File: src/rtl/pipe_hazard_unit_if.sv
// Hazard-unit port bundle: ID-stage instruction fields and pipeline events in,
// pipeline-register gating, forwarding selects and interrupt handshake out.
interface pipe_hazard_unit_if #(
    parameter int unsigned RADDR_W = 3,
    parameter int unsigned CNT_W   = 16
);
    // ID-stage instruction description
    logic               id_valid;
    logic [RADDR_W-1:0] id_rs;
    logic [RADDR_W-1:0] id_rd;
    logic               id_uses_rs;
    logic               id_uses_rd;
    logic               id_writes;
    logic               id_is_load;

    // Pipeline events
    logic               br_taken;
    logic               int_req;

    // Pipeline control
    logic               stall_fd;
    logic               bubble_de;
    logic               flush_fd;
    logic [1:0]         fwd_a;
    logic [1:0]         fwd_b;
    logic               int_ack;
    logic [CNT_W-1:0]   stall_cnt;

    // Control-unit side
    modport master (
        output id_valid, id_rs, id_rd, id_uses_rs, id_uses_rd, id_writes, id_is_load,
        output br_taken, int_req,
        input  stall_fd, bubble_de, flush_fd, fwd_a, fwd_b, int_ack, stall_cnt
    );

    // Hazard-unit side
    modport slave (
        input  id_valid, id_rs, id_rd, id_uses_rs, id_uses_rd, id_writes, id_is_load,
        input  br_taken, int_req,
        output stall_fd, bubble_de, flush_fd, fwd_a, fwd_b, int_ack, stall_cnt
    );
endinterface

File: src/rtl/pipe_hazard_unit.sv
// Hazard/forwarding controller for the 5-stage pipeline. Shadows the EX/MEM/WB
// instruction slots, selects ALU operand bypass sources, inserts load-use bubbles,
// flushes the front end on taken branches and empties the pipe before an interrupt.
module pipe_hazard_unit #(
    parameter int unsigned RADDR_W  = 3,
    parameter int unsigned LOAD_LAT = 1,   // 1..3 stall cycles per load-use hazard
    parameter int unsigned CNT_W    = 16
) (
    input logic               clk,
    input logic               rst,
    pipe_hazard_unit_if.slave bus
);

    typedef struct packed {
        logic               valid;
        logic [RADDR_W-1:0] rd;
        logic               writes;
        logic               is_load;
        logic [RADDR_W-1:0] rs;
        logic               uses_rs;
        logic               uses_rd;
    } slot_t;

    typedef enum logic [1:0] {
        StRun,
        StStall,
        StDrain
    } state_e;

    localparam int unsigned      WaitW      = 2;
    localparam logic [WaitW-1:0] WaitInit   = WaitW'(LOAD_LAT - 1);
    localparam bit               MultiCycle = (LOAD_LAT > 1);

    localparam logic [1:0] FwdRf  = 2'b00;
    localparam logic [1:0] FwdMem = 2'b01;
    localparam logic [1:0] FwdWb  = 2'b10;

    slot_t            ex_q, mem_q, wb_q;
    slot_t            ex_d;
    state_e           state_q, state_d;
    logic [WaitW-1:0] wait_q, wait_d;
    logic [CNT_W-1:0] cnt_q;

    logic             load_use;
    logic             pipe_empty;
    logic             stall_fd;
    logic             bubble_de;
    logic             flush_fd;
    logic             int_ack;
    logic [1:0]       fwd_a;
    logic [1:0]       fwd_b;

    // Operand-source fields of the older slots are kept for tracing only.
    logic unused_slot_fields;
    assign unused_slot_fields = ^{mem_q.rs, mem_q.uses_rs, mem_q.uses_rd,
                                  wb_q.rs, wb_q.uses_rs, wb_q.uses_rd, wb_q.is_load};

    // Bypass source for one EX operand; a load in MEM has no data yet, so it never forwards.
    function automatic logic [1:0] fwd_sel(input slot_t              mem,
                                           input slot_t              wb,
                                           input logic [RADDR_W-1:0] src,
                                           input logic               uses);
        logic [1:0] sel;
        sel = FwdRf;
        if (uses) begin
            if (mem.valid && mem.writes && !mem.is_load && (mem.rd == src)) begin
                sel = FwdMem;
            end else if (wb.valid && wb.writes && (wb.rd == src)) begin
                sel = FwdWb;
            end
        end
        return sel;
    endfunction

    // Forwarding selects for the instruction currently in EX.
    always_comb begin
        fwd_a = fwd_sel(mem_q, wb_q, ex_q.rs, ex_q.uses_rs);
        fwd_b = fwd_sel(mem_q, wb_q, ex_q.rd, ex_q.uses_rd);
    end

    // Hazard and pipe-occupancy conditions.
    always_comb begin
        load_use = bus.id_valid && ex_q.valid && ex_q.is_load && ex_q.writes &&
                   ((bus.id_uses_rs && (bus.id_rs == ex_q.rd)) ||
                    (bus.id_uses_rd && (bus.id_rd == ex_q.rd)));
        pipe_empty = !ex_q.valid && !mem_q.valid && !wb_q.valid;
    end

    // Control FSM: next state and pipeline gating; a taken branch overrides everything.
    always_comb begin
        state_d   = state_q;
        wait_d    = wait_q;
        stall_fd  = 1'b0;
        bubble_de = 1'b0;
        flush_fd  = 1'b0;
        int_ack   = 1'b0;

        if (bus.br_taken) begin
            flush_fd  = 1'b1;
            bubble_de = 1'b1;
            // The stalled ID instruction is wrong-path; a pending drain still has to finish.
            if (state_q == StStall) begin
                state_d = StRun;
            end
        end else begin
            unique case (state_q)
                StRun: begin
                    if (bus.int_req) begin
                        stall_fd  = 1'b1;
                        bubble_de = 1'b1;
                        state_d   = StDrain;
                    end else if (load_use) begin
                        stall_fd  = 1'b1;
                        bubble_de = 1'b1;
                        if (MultiCycle) begin
                            wait_d  = WaitInit;
                            state_d = StStall;
                        end
                    end
                end
                StStall: begin
                    stall_fd  = 1'b1;
                    bubble_de = 1'b1;
                    wait_d    = wait_q - WaitW'(1);
                    if (wait_q <= WaitW'(1)) begin
                        state_d = StRun;
                    end
                end
                StDrain: begin
                    if (pipe_empty) begin
                        int_ack = 1'b1;
                        state_d = StRun;
                    end else begin
                        stall_fd  = 1'b1;
                        bubble_de = 1'b1;
                    end
                end
                default: begin
                    state_d = StRun;
                end
            endcase
        end
    end

    // FSM state and load-use wait counter.
    always_ff @(posedge clk) begin
        if (rst) begin
            state_q <= StRun;
            wait_q  <= '0;
        end else begin
            state_q <= state_d;
            wait_q  <= wait_d;
        end
    end

    // Next EX slot: the ID instruction unless a bubble is injected.
    always_comb begin
        ex_d = '0;
        if (bus.id_valid && !bubble_de) begin
            ex_d.valid   = 1'b1;
            ex_d.rd      = bus.id_rd;
            ex_d.writes  = bus.id_writes;
            ex_d.is_load = bus.id_is_load;
            ex_d.rs      = bus.id_rs;
            ex_d.uses_rs = bus.id_uses_rs;
            ex_d.uses_rd = bus.id_uses_rd;
        end
    end

    // In-flight instruction tracker advancing EX -> MEM -> WB every cycle.
    always_ff @(posedge clk) begin
        if (rst) begin
            ex_q  <= '0;
            mem_q <= '0;
            wb_q  <= '0;
        end else begin
            ex_q  <= ex_d;
            mem_q <= ex_q;
            wb_q  <= mem_q;
        end
    end

    // Saturating count of cycles in which a bubble entered ID/EX.
    always_ff @(posedge clk) begin
        if (rst) begin
            cnt_q <= '0;
        end else if (bubble_de && (cnt_q != {CNT_W{1'b1}})) begin
            cnt_q <= cnt_q + CNT_W'(1);
        end
    end

    assign bus.stall_fd  = stall_fd;
    assign bus.bubble_de = bubble_de;
    assign bus.flush_fd  = flush_fd;
    assign bus.fwd_a     = fwd_a;
    assign bus.fwd_b     = fwd_b;
    assign bus.int_ack   = int_ack;
    assign bus.stall_cnt = cnt_q;

endmodule

File: src/flat_wrapper.sv
// flat-port wrapper written by rule: the top's interface ports become plain ports
module pipe_hazard_unit_flat 
#(
    parameter int unsigned RADDR_W  = 3,
    parameter int unsigned LOAD_LAT = 1,                                           
    parameter int unsigned CNT_W    = 16
)
  (clk, rst, bus_id_valid, bus_id_rs, bus_id_rd, bus_id_uses_rs, bus_id_uses_rd, bus_id_writes, bus_id_is_load, bus_br_taken, bus_int_req, bus_stall_fd, bus_bubble_de, bus_flush_fd, bus_fwd_a, bus_fwd_b, bus_int_ack, bus_stall_cnt);
  pipe_hazard_unit_if #(.RADDR_W(RADDR_W), .CNT_W(CNT_W)) bus_i ();
  input logic clk;
  input logic rst;
  input wire logic [$bits(bus_i.id_valid)-1:0] bus_id_valid;
  input wire logic [$bits(bus_i.id_rs)-1:0] bus_id_rs;
  input wire logic [$bits(bus_i.id_rd)-1:0] bus_id_rd;
  input wire logic [$bits(bus_i.id_uses_rs)-1:0] bus_id_uses_rs;
  input wire logic [$bits(bus_i.id_uses_rd)-1:0] bus_id_uses_rd;
  input wire logic [$bits(bus_i.id_writes)-1:0] bus_id_writes;
  input wire logic [$bits(bus_i.id_is_load)-1:0] bus_id_is_load;
  input wire logic [$bits(bus_i.br_taken)-1:0] bus_br_taken;
  input wire logic [$bits(bus_i.int_req)-1:0] bus_int_req;
  output wire logic [$bits(bus_i.stall_fd)-1:0] bus_stall_fd;
  output wire logic [$bits(bus_i.bubble_de)-1:0] bus_bubble_de;
  output wire logic [$bits(bus_i.flush_fd)-1:0] bus_flush_fd;
  output wire logic [$bits(bus_i.fwd_a)-1:0] bus_fwd_a;
  output wire logic [$bits(bus_i.fwd_b)-1:0] bus_fwd_b;
  output wire logic [$bits(bus_i.int_ack)-1:0] bus_int_ack;
  output wire logic [$bits(bus_i.stall_cnt)-1:0] bus_stall_cnt;
  assign bus_i.id_valid = bus_id_valid;
  assign bus_i.id_rs = bus_id_rs;
  assign bus_i.id_rd = bus_id_rd;
  assign bus_i.id_uses_rs = bus_id_uses_rs;
  assign bus_i.id_uses_rd = bus_id_uses_rd;
  assign bus_i.id_writes = bus_id_writes;
  assign bus_i.id_is_load = bus_id_is_load;
  assign bus_i.br_taken = bus_br_taken;
  assign bus_i.int_req = bus_int_req;
  assign bus_stall_fd = bus_i.stall_fd;
  assign bus_bubble_de = bus_i.bubble_de;
  assign bus_flush_fd = bus_i.flush_fd;
  assign bus_fwd_a = bus_i.fwd_a;
  assign bus_fwd_b = bus_i.fwd_b;
  assign bus_int_ack = bus_i.int_ack;
  assign bus_stall_cnt = bus_i.stall_cnt;
  pipe_hazard_unit #(.RADDR_W(RADDR_W), .LOAD_LAT(LOAD_LAT), .CNT_W(CNT_W)) u_core (.clk(clk), .rst(rst), .bus(bus_i));
endmodule
File: config.mk
export PLATFORM = sky130hd
export DESIGN_NAME = pipe_hazard_unit_flat
export DESIGN_NICKNAME = d
export VERILOG_FILES = /design/src/rtl/pipe_hazard_unit_if.sv /design/src/rtl/pipe_hazard_unit.sv /design/src/flat_wrapper.sv
export SDC_FILE = /design/constraint.sdc
export NUM_CORES = 1
export LEC_CHECK = 0
export BUFFER_PORTS_ARGS = -buffer_cell sky130_fd_sc_hd__buf_2
export CAP_MARGIN = 10
export CORE_MARGIN = 4
export CORE_UTILIZATION = 28
export DETAILED_ROUTE_END_ITERATION = 8
export GPL_TIMING_DRIVEN = 0
export HOLD_SLACK_MARGIN = 0.12
export SLEW_MARGIN = 25
export SYNTH_ARGS = -nofsm -noshare
export SYNTH_HDL_FRONTEND = slang
export SYNTH_SLANG_ARGS = --single-unit
File: constraint.sdc
create_clock -name clk -period 3.2 [get_ports clk]
set_input_delay 0.32 -clock clk [delete_from_list [all_inputs] [get_ports clk]]
set_output_delay 0.32 -clock clk [all_outputs]
set_load 0.005 [all_outputs]
==> summary.md <==
| Metric | Value |
|---|---|
| Post-route met1 wirelength | `between 1.5 and 2 mm` |
| Final RePlAce weighted congestion | `0.736` |
| Share of synthesized registers carrying an async set or reset | `0%` |
| Static leakage power | `around 0.9 nW` |
| Core Area | `about 6000 sq um` |
| Count of nets left with antenna violations after detail routing | `0` |
| Max Transition Viols Final | `0` |
| Clock transition time at the flip-flop clock pins of the worst setup and hold paths | `approximately 0.07 ns` |
| Endpoint class of the critical path | `output pin` |
| Row count | `28` |
| Area of all placed cells without fillers | `roughly 2200 sq um` |
| Post-detailed-placement cell area | `~2000 sq um` |
| Number of DRC markers after the initial detailed-route iteration | `70` |
| Port-buffer cells | `38` |
| Die X-Extent | `just under 90 um` |
| Clock Latency Late Sink | `roughly 0.29 ns` |
| Maximum number of pins on one net before global-route repair | `14` |
| EDFF count, synth | `0` |
| Part of the cycle the worst path needs | `66.8%` |
| Area overhead of the layout relative to synthesis | `22.6%` |
| Detailed Routing Iterations Pass 1 | `4` |
| Number of nets in the layout | `around 250` |
| Starting Density | `between 20% and 30%` |
| Clock tree root buffer cell | `clkbuf_8` |
| Clock period minus worst slack | `between 2 and 2.5 ns` |
| Hold wc startpoint | `bus_id_is_load` |
| TritonCTS clock tree | `done` |
| Number of gates resized after CTS | `0` |
| Result of the run | `finished clean` |
| Number of register bits inferred by synthesis | `39` |
| CP Data Required Time | `~2.9 ns` |
| Wire length on met3 | `120 um` |
| Number of remaining DRC errors | `0` |
| Cell variety after synth | `36` |
| Clock tree buffer depth | `2` |
| Area contributors post-synth | `dfxtp_1 44%, xor2_1 7.5%, nor2b_1 5.3%` |
| Crit start category | `register` |
| Biggest fanout along the worst timing path | `8` |
| Synth Warn # | `0` |
| Area fraction of the dominant cell type after synthesis | `between 40% and 50%` |
| Global-route wire length before repair | `between 6 and 7 mm` |
| Setup_tns | `0 ns` |
| Ratio of cells with drive above 1 in the final layout | `between 20% and 30%` |
| Worst slew margin relative to its limit | `67.2%` |
| Via count normalized by instance count | `4.65` |
| Netlist Area Pre-Place | `between 1500 and 2000 sq um` |
| PD cells | `around 460 nW/um^2` |
| Setup crit start | `u_core.ex_q[8]` |
| Count of buffers added by post-CTS timing repair for setup | `0` |
| Non-filler instance count after layout | `about 310` |
| Most frequently used flop master after synthesis | `dfxtp_1` |
| Number of placed instances with taps included | `roughly 300` |
| Finish-stage setup viols | `0` |
| I/O Pins | `39` |
| Via count of the first global-routing pass | `1,482` |
| Clock net sink count | `39` |
| Clk_skew | `0.00311 ns` |
| VDD IR-drop max | `approximately 0.15 mV` |
| Number of cells produced by synthesis | `between 150 and 200` |
| Full die area | `between 7000 and 8000 sq um` |
| Routed wirelength normalized by instance count | `roughly 12 um` |
| Post-synthesis area per instance | `roughly 9.6 sq um` |
| DIE HEIGHT | `between 80 and 90 um` |
| Upper clock frequency limit | `between 400 and 500 MHz` |
| Diode count | `0` |
| Aggregate global-route resource usage | `between 10% and 20%` |
| Vias after detailed routing | `around 1,400` |
| TritonCTS Buffers | `5` |
| Pin slew with the least headroom to its limit | `between 0.4 and 0.5 ns` |
| Maximum level of the CTS H-tree | `2` |
| Dominant cell by count in the synthesized netlist | `dfxtp_1` |
| Max-cap viol count | `0` |
| WP data arrival | `1.82 ns` |
| Most numerous cell types in the synthesized netlist | `39 x dfxtp_1, 15 x nor2b_1, 15 x xor2_1` |
| Origin of the critical flop-to-flop path | `u_core.bus.stall_cnt[0]` |
| Fraction of the yosys area taken by sequential cells | `44.4%` |
| Worst min path class | `in2reg` |
| Cell taking the most area after synthesis | `dfxtp_1` |
| Worst Setup Path Type | `reg2out` |
| Remaining Overflow, GRT | `0` |
| Initial antenna violation count | `0` |
| Unrepaired setup endpoints after global routing | `no` |
| Mapped Nets | `200` |
| Final hold violation count | `0` |
| Routed wire length on met2 | `1.76 mm` |
| DP Wirelength | `2.87 mm` |
| Top layer used by detailed routing | `met4` |
| Hold buffers post-CTS | `0` |
| DRT Wirelength | `approximately 3.7 mm` |
## layout make-up
cell class	count	area, sq um
Clock buffer	5	68.8
Fill cell	606	3840
Buffer	9	68.8
Tap cell	75	93.8
Sequential cell	39	781
Clock inverter	3	43.8
Timing Repair Buffer	38	190
Multi-Input combinational cell	134	901
Inverter	2	7.51
## cell usage in the layout (no fill, tap or decap), types with 2 or more instances in the layout
cell,instances
buf_2,39
dfxtp_1,39
xor2_1,15
nor2b_1,15
and2_1,12
nand2_1,11
nor2_1,10
xnor2_1,8
nand4_1,8
a21oi_1,8
o21ai_0,7
nand3_1,5
or4_1,5
clkbuf_8,5
nor4_1,4
buf_6,4
or3_1,4
nor3_1,3
clkbuf_1,3
inv_1,2
o2111ai_1,2
o211ai_1,2
o31ai_1,2
## path summary, 6_finish.rpt
path,to,cells after the start,slack (ns)
max reg2reg,u_core.bus.stall_cnt[0],8,1.13
max,bus_stall_fd,7,1.06
min,u_core.ex_q[5],2,0.23
min reg2reg,u_core.wb_q[6],1,0.47
## where the power goes
part	switching (mW)	internal, mW	total (mW)
clock	0.169	0.232	0.401
combinational	0.0379	0.0365	0.0744
sequential	0.00990	0.495	0.505
total	0.217	0.764	0.981
## worst max-delay path, cell delays in order (launching register included)
cell,delay (ns)
dfxtp_1,0.31
buf_6,0.13
xnor2_1,0.15
nand4_1,0.18
a21oi_4,0.35
nor3_1,0.08
nor3_1,0.18
buf_2,0.15
## registers in the layout, summed over array words and instances (netlist names)
signal                flops
u_core.bus.stall_cnt     16
u_core.ex_q              11
u_core.mem_q              6
u_core.wb_q               5
u_core.state_q            1
## kinds of logic (layout without fill, tap and decap cells)
group | Yosys count | count (layout) | synth area share [%]
AO/OA/AOI/OAI | 26 | 26 | 10.6
flip-flops | 39 | 39 | 44.4
XOR/XNOR | 23 | 23 | 11.5
AND/OR/NAND/NOR | 84 | 84 | 28.5
buffers and inverters | 11 | 57 | 4.34
adder cells (fa/ha/maj) | 1 | 1 | 0.712
## stage by stage
step / power [mW] / hold WS, ns / setup slack, ns / util, %
after floorplan: 0.561 / 0.438 / 1.45 / -
after global routing: 1.04 / 0.210 / 0.855 / 36.0
after detailed placement: 0.592 / 0.460 / 1.19 / 34.1
after global placement: 0.591 / 0.459 / 1.19 / 34.1
final: 0.981 / 0.226 / 1.06 / 36.0
after CTS: 0.998 / 0.212 / 1.03 / 36.0
## metal layers
layer  vias up  track usage [%]
li1        731                -
met1       653             13.5
met2        28             18.0
met3         5             3.03
met4         0             5.30
met5         -                0
Note: power is estimated with default switching activity, not from simulation.
